$ cat src/rtl/cpu_pkg.sv
// rtl/cpu_pkg.sv - shared datapath widths, zero-register index and typedefs
package cpu_pkg;

    localparam int DATA_W  = 64;
    localparam int IDX_W   = 5;
    localparam int XZR_IDX = 31;

    typedef logic [IDX_W-1:0]  reg_idx_t;
    typedef logic [DATA_W-1:0] word_t;

endpackage

$ cat src/rtl/regfile_read_port.sv
// rtl/regfile_read_port.sv - one registered read port with XZR forcing
// and optional write-through under REGFILE_BYPASS_EN
module regfile_read_port
    import cpu_pkg::*;
#(
    parameter int N = DATA_W,
    parameter int R = IDX_W
) (
    input  logic                          clk,
    input  logic                          rst_n,
    input  logic                          rd_req,
    input  logic [R-1:0]                  raddr,
    input  logic [XZR_IDX-1:0][N-1:0]     mem,
    input  logic                          wr_en,
    input  logic [R-1:0]                  waddr,
    input  logic [N-1:0]                  wdata,
    output logic [N-1:0]                  rdata
);

    localparam logic [R-1:0] ZERO_IDX = R'(XZR_IDX);

    logic [N-1:0] rdata_d;
    logic [N-1:0] rdata_q;

    always_comb begin
        rdata_d = rdata_q;
        if (rd_req) begin
            if (raddr == ZERO_IDX) begin
                rdata_d = '0;
            end else begin
                rdata_d = mem[raddr];
`ifdef REGFILE_BYPASS_EN
                // Same-edge write to this entry wins over the stored copy
                if (wr_en && (waddr == raddr)) begin
                    rdata_d = wdata;
                end
`endif
            end
        end
    end

`ifndef REGFILE_BYPASS_EN
    logic unused_wr;
    assign unused_wr = ^{wr_en, waddr, wdata};
`endif

    always_ff @(posedge clk or negedge rst_n) begin
        if (!rst_n) begin
            rdata_q <= '0;
        end else begin
            rdata_q <= rdata_d;
        end
    end

    assign rdata = rdata_q;

endmodule

$ cat src/rtl/regfile_2r1w.sv
// rtl/regfile_2r1w.sv - 32x64 register file, two registered reads, one write,
// entry 31 reads as zero; REGFILE_BYPASS_EN enables same-edge write-through
module regfile_2r1w
    import cpu_pkg::*;
#(
    parameter int N = DATA_W,
    parameter int R = IDX_W
) (
    input  logic         clk,
    input  logic         rst_n,
    input  logic         rd_req,
    input  logic [R-1:0] ReadReg1,
    input  logic [R-1:0] ReadReg2,
    input  logic         RegWrite,
    input  logic [R-1:0] WriteReg,
    input  logic [N-1:0] WriteData,
    output logic [N-1:0] ReadData1,
    output logic [N-1:0] ReadData2,
    output logic         rd_valid
);

    localparam logic [R-1:0] ZERO_IDX = R'(XZR_IDX);

    // Entry 31 has no storage; only 0..30 are held
    logic [XZR_IDX-1:0][N-1:0] mem_d;
    logic [XZR_IDX-1:0][N-1:0] mem_q;
    logic                      rd_valid_d;
    logic                      rd_valid_q;
    logic                      wr_en;

    assign wr_en = RegWrite && (WriteReg != ZERO_IDX);

    always_comb begin
        mem_d = mem_q;
        if (wr_en) begin
            mem_d[WriteReg] = WriteData;
        end
        rd_valid_d = rd_req;
    end

    always_ff @(posedge clk or negedge rst_n) begin
        if (!rst_n) begin
            mem_q      <= '0;
            rd_valid_q <= 1'b0;
        end else begin
            mem_q      <= mem_d;
            rd_valid_q <= rd_valid_d;
        end
    end

    regfile_read_port #(.N(N), .R(R)) u_port1 (
        .clk   (clk),
        .rst_n (rst_n),
        .rd_req(rd_req),
        .raddr (ReadReg1),
        .mem   (mem_q),
        .wr_en (wr_en),
        .waddr (WriteReg),
        .wdata (WriteData),
        .rdata (ReadData1)
    );

    regfile_read_port #(.N(N), .R(R)) u_port2 (
        .clk   (clk),
        .rst_n (rst_n),
        .rd_req(rd_req),
        .raddr (ReadReg2),
        .mem   (mem_q),
        .wr_en (wr_en),
        .waddr (WriteReg),
        .wdata (WriteData),
        .rdata (ReadData2)
    );

    assign rd_valid = rd_valid_q;

endmodule
$ cat config.mk
export PLATFORM = sky130hd
export DESIGN_NAME = regfile_2r1w
export DESIGN_NICKNAME = d
export VERILOG_FILES = /design/src/rtl/cpu_pkg.sv /design/src/rtl/regfile_read_port.sv /design/src/rtl/regfile_2r1w.sv
export SDC_FILE = /design/constraint.sdc
export NUM_CORES = 2
export LEC_CHECK = 0
export ABC_CLOCK_PERIOD_IN_PS = 1750
export CAP_MARGIN = 20
export CORE_AREA = 2 2 651 588
export DETAILED_ROUTE_END_ITERATION = 7
export DIE_AREA = 0 0 653 590
export HOLD_SLACK_MARGIN = 0.02
export PLACE_DENSITY = 0.5
export SYNTH_ARGS = -nofsm -noshare
export SYNTH_HDL_FRONTEND = slang
export SYNTH_HIERARCHICAL = 1
export SYNTH_SLANG_ARGS = --single-unit
$ cat constraint.sdc
create_clock -name clk -period 1.75 [get_ports clk]
set_input_delay 0.525 -clock clk [delete_from_list [all_inputs] [get_ports clk]]
set_output_delay 0.525 -clock clk [all_outputs]
set_load 0.01 [all_outputs]
Yosys cells after proc, flatten, opt, wreduce, memory -nomap -nowiden
Cells that the tools add are included.
{"block": "op_classes", "eq_ne": 3, "n_mux": 9, "n_lt_le_gt_ge": 4, "n_reduce_logical": 2}
{"op": "1984-bit bitwise mux", "n": 1}
{"op": "64-bit binary-select mux with 5-bit select", "n": 2}
{"op": "64-bit demux with 5-bit select", "n": 1}
{"op": "64-bit 2-to-1 mux", "n": 5}
{"op": "5-bit by 6-bit < comparator with 1-bit output (second input constant)", "n": 3}
{"op": "5-bit equality test (second input constant)", "n": 2}
{"op": "5-bit by 1-bit greater-or-equal comparator with 1-bit output (second input constant)", "n": 1}
{"op": "5-bit inequality test (second input constant)", "n": 1}
{"op": "1-bit logical AND", "n": 2}
{"block": "word_totals", "regBits": 2113, "input_bits": 83, "out_inout_bits": 129}

Depth between registers and ports, before layout
{"block": "depth", "word_depth": 5, "depth_mapped": 9, "mapped_depth_nobuf": 4}

Cells and area by module
Netlist, hierarchy kept.
{"mod": "regfile_2r1w", "cells_each": 4410, "area_each_um2": 74764.2, "seq_area_each_um2": 49672.6, "n_inst": 1}
{"mod": "regfile_read_port", "cells_each": 1727, "area_each_um2": 19208.4, "seq_area_each_um2": 1601.5, "n_inst": 2}

Worst setup path before layout
No wires, ideal clock.
{"block": "synth_path", "path_type": "input to register", "startpoint": "input port WriteReg[3]", "endpoint": "register mem_q[195] (netlist name)", "arrival_time_ps": 1933, "setup_time_ps": 125, "path_stages": 5, "slack_ps": -308, "required_time_ps": 1625, "cell_sequence": "buf_4 > nor4b_4 > nand3_4 > buf_6 > mux2_4"}
{"block": "synth_via", "elab_chain_len": 5}
{"item": "from (decl)", "line_no": "regfile_2r1w.sv:15", "rtl": "input logic [R-1:0] WriteReg,"}
{"item": "5-bit by 6-bit < comparator with 1-bit output (not written as such) or 5-bit by 1-bit greater-or-equal comparator with 1-bit output (tied branches)", "line_no": "regfile_2r1w.sv:36", "rtl": "mem_d[WriteReg] = WriteData;"}
{"item": "1-bit logical AND (not written as such)", "line_no": "regfile_2r1w.sv:36"}
{"item": "64-bit 2-to-1 mux (not written as such)", "line_no": "regfile_2r1w.sv:36"}
{"item": "64-bit demux with 5-bit select", "line_no": "regfile_2r1w.sv:36"}
{"item": "1984-bit bitwise mux", "line_no": "regfile_2r1w.sv:36"}
{"item": "to (signal assigned)", "line_no": "regfile_2r1w.sv:46", "rtl": "mem_q <= mem_d;"}
{"item": "to (decl)", "line_no": "regfile_2r1w.sv:26", "rtl": "logic [XZR_IDX-1:0][N-1:0] mem_q;"}
Several ways; a longest one is shown, not always the timed one.
A chain may end at the register's enable or synchronous reset.

Worst setup path in the final report
{"block": "layout_path", "startpoint": "register u_port2.rdata_q[41] (netlist: u_port2/rdata[41])", "endpoint": "output port ReadData2[41]"}
{"item": "from (decl)", "line_no": "regfile_read_port.sv:23", "rtl": "logic [N-1:0] rdata_q;"}
{"item": "from (signal assigned)", "line_no": "regfile_read_port.sv:51", "rtl": "rdata_q <= rdata_d;"}
{"item": "to (decl)", "line_no": "regfile_2r1w.sv:18", "rtl": "output logic [N-1:0] ReadData2,"}
No word-level cell between the ends.

==> impl_metrics.ini <==
[run_status]
status = finished, violations left
violations = negative setup slack

[yosys]
ys_warn_count = 6
syn_inst = 7862
synth_nets = 7945
synth.avg_cell_area_um2 = 14.4
synth_area_um2 = 113000

[run]
maxCapViolations = 0

[power]
combPwrFrac_pct = 21.9
ir_worst_vdd_mv = 0.790
power.total_w = 0.151
p_switching_w = 0.0426
pwr-share-clk_pct = 34.3
powerDensity_nw_per_um2 = 1070
seqPwrFrac_pct = 43.8
sw_frac_of_total_pct = 28.3
p_int_w = 0.108
p_leak_nw = 61.6

[worst_setup_path]
path_cells = buf_12
cp_max_fo = 2
critical_path_class = reg -> out
max_stage_delay_ps = 540
cp-start-kind = register
cp_top_family = flip-flops
cp-end-kind = output pin
cp.required_ps = 1220
crit_buf_inv = 1
cpMaxStageDelayCell = dfrtp_2
crit_arrival_ps = 1660

[detailed_routing]
via_per_inst = 5.65
drt_iter0_drc = 6668
wl_per_cell_um = 31.5
drt_wl_total_um = 433000
ant_nets = 0
drt_pass1_iterations = 5
drc = 0
route.vias.total = 77600

[floorplanning]
dieArea_um2 = 385000
start_util_pct = 29.8
fp-row-count = 215
ios = 212
die_h_um = 590
design.core.area_um2 = 379000
fp.dieW_um = 653

[grt]
gr-total-overflow = 0
track_usage_pct = 22.0
grt_antenna_before_repair = 16
grt_pass1_vias = 81400
grt_max_degree = 106
grt_pass1_wl_um = 619000

[clock_network]
cts_buffers = 235
clock_path_buffers = 4
clk_pin_slew_ps = 60
insertion_delay_ps = 940
clock-root-buffer = clkbuf_16
cts_num_sinks = 2113
htreeDepth = 4
cts_tree = built

[sta]
finalSetupViolations = 150
slew_viol_final = 0
min_period_over_period_pct = 125
fmax_ghz = 0.457
hold_viol_final = 0
fin_skew_ps = 80.9
rsz0062_at_grt = true
fin_ws_ps = -437
maxSlewHeadroom_pct = 59.7
finalSetupTns_ps = -34250
fin_crit_ps = 2190
tightest_slew_ps = 604

[placed_design]
port_buffers = 211
dp_hpwl_um = 287000
gp_congestion = 0.834
placedCellCount = 13200

[final_layout]
areaGrowthSynthToFinish_pct = 24.2
num-nets-final = 8648
multi_input_area_um2 = 55900
drive_gt1_share_pct = 52.7
final_cells = 13700
final_core_util_pct = 37.1
fillers = 35800
regArea_um2 = 53000

[worst_hold_path]
hold_path.class = in -> reg
state kept, by name, indices dropped and copies added (netlist names):
signal and flops:
mem_q 1984, u_port2/rdata 64, u_port1/rdata 64, rd_valid 1
what timing repair did:
action	4_1_cts	5_1_grt
hold buffers	1	0
cloned	19	7
buffers inserted	99	30
endpoints found under the setup margin	780	822
pin swaps	8	4
endpoints found under the hold margin	1430	0
gates resized for setup	650	38
worst paths after layout:
check                                   from                end  slack, ps  depth (start not counted)
hold reg to reg                   mem_q[774]         mem_q[774]        520                          1
max in group asynchronous              rst_n        mem_q[1528]        590                          4
setup / recovery           u_port2/rdata[41]      ReadData2[41]       -440                          1
min in group asynchronous              rst_n        mem_q[1483]        360                          3
setup reg to reg                  mem_q[813]  u_port1/rdata[45]         70                          4
hold / removal                   ReadReg2[3]  u_port2/rdata[41]        250                          5
worst min-delay path, delay by kind of cell:
family / cells / cell delay [ps]
buffers and inverters: 3 / 480
AOI/OAI and AO/OA: 1 / 50
and+or+nand+nor: 1 / 50
power groups by stage:
stage	clock network [W]	registers (W)	logic (W)
floorplan	0	0.0639	0.0222
global placement	0	0.0659	0.0316
detailed placement	0	0.0667	0.0322
CTS	0.0527	0.0659	0.0329
global route	0.0547	0.0673	0.0352
finish	0.0516	0.0660	0.0330
routing by layer:
layer / GRT usage (%) / vias up / wire, µm
met1: 30.8 / 42400 / 192000
met2: 35.2 / 2779 / 200000
met5: 0 / - / 45
met4: 7.04 / 6 / 15300
met3: 3.14 / 685 / 25500
li1: - / 31700 / -
cell type report:
class	instances	share of cell area [%]
clock buffer	330	4.78
timing repair buffer	1320	12.2
clock inverter	87	0.776
antenna	3	0.00534
tap	4991	4.44
multi-input combinational	4765	39.8
inverter	130	0.351
sequential	2113	37.7
stage by stage:
stage / hold slack [ps] / instance area (µm²) / setup slack [ps]
2_1_floorplan: 229 / 114000 / -275
4_1_cts: 161 / 140000 / -513
3_5_place_dp: 505 / 131000 / -1220
6_report: 246 / 141000 / -437
3_3_place_gp: 489 / 131000 / -1260
5_1_grt: 219 / 141000 / -471
cell usage in the layout, fill, tap and decap left out, drive strengths merged, types with 104 or more instances in the layout:
| cell | count |
|---|---|
| a21boi | 104 |
| a221oi | 114 |
| a22oi | 210 |
| a31oi | 108 |
| buf | 1233 |
| clkbuf | 337 |
| dfrtp | 2113 |
| inv | 133 |
| mux2 | 2020 |
| mux2i | 720 |
| mux4 | 652 |
| nand2 | 155 |
| nand3 | 110 |
| o21ai | 116 |
| o221a | 208 |
(Power assumes the default switching activity.)
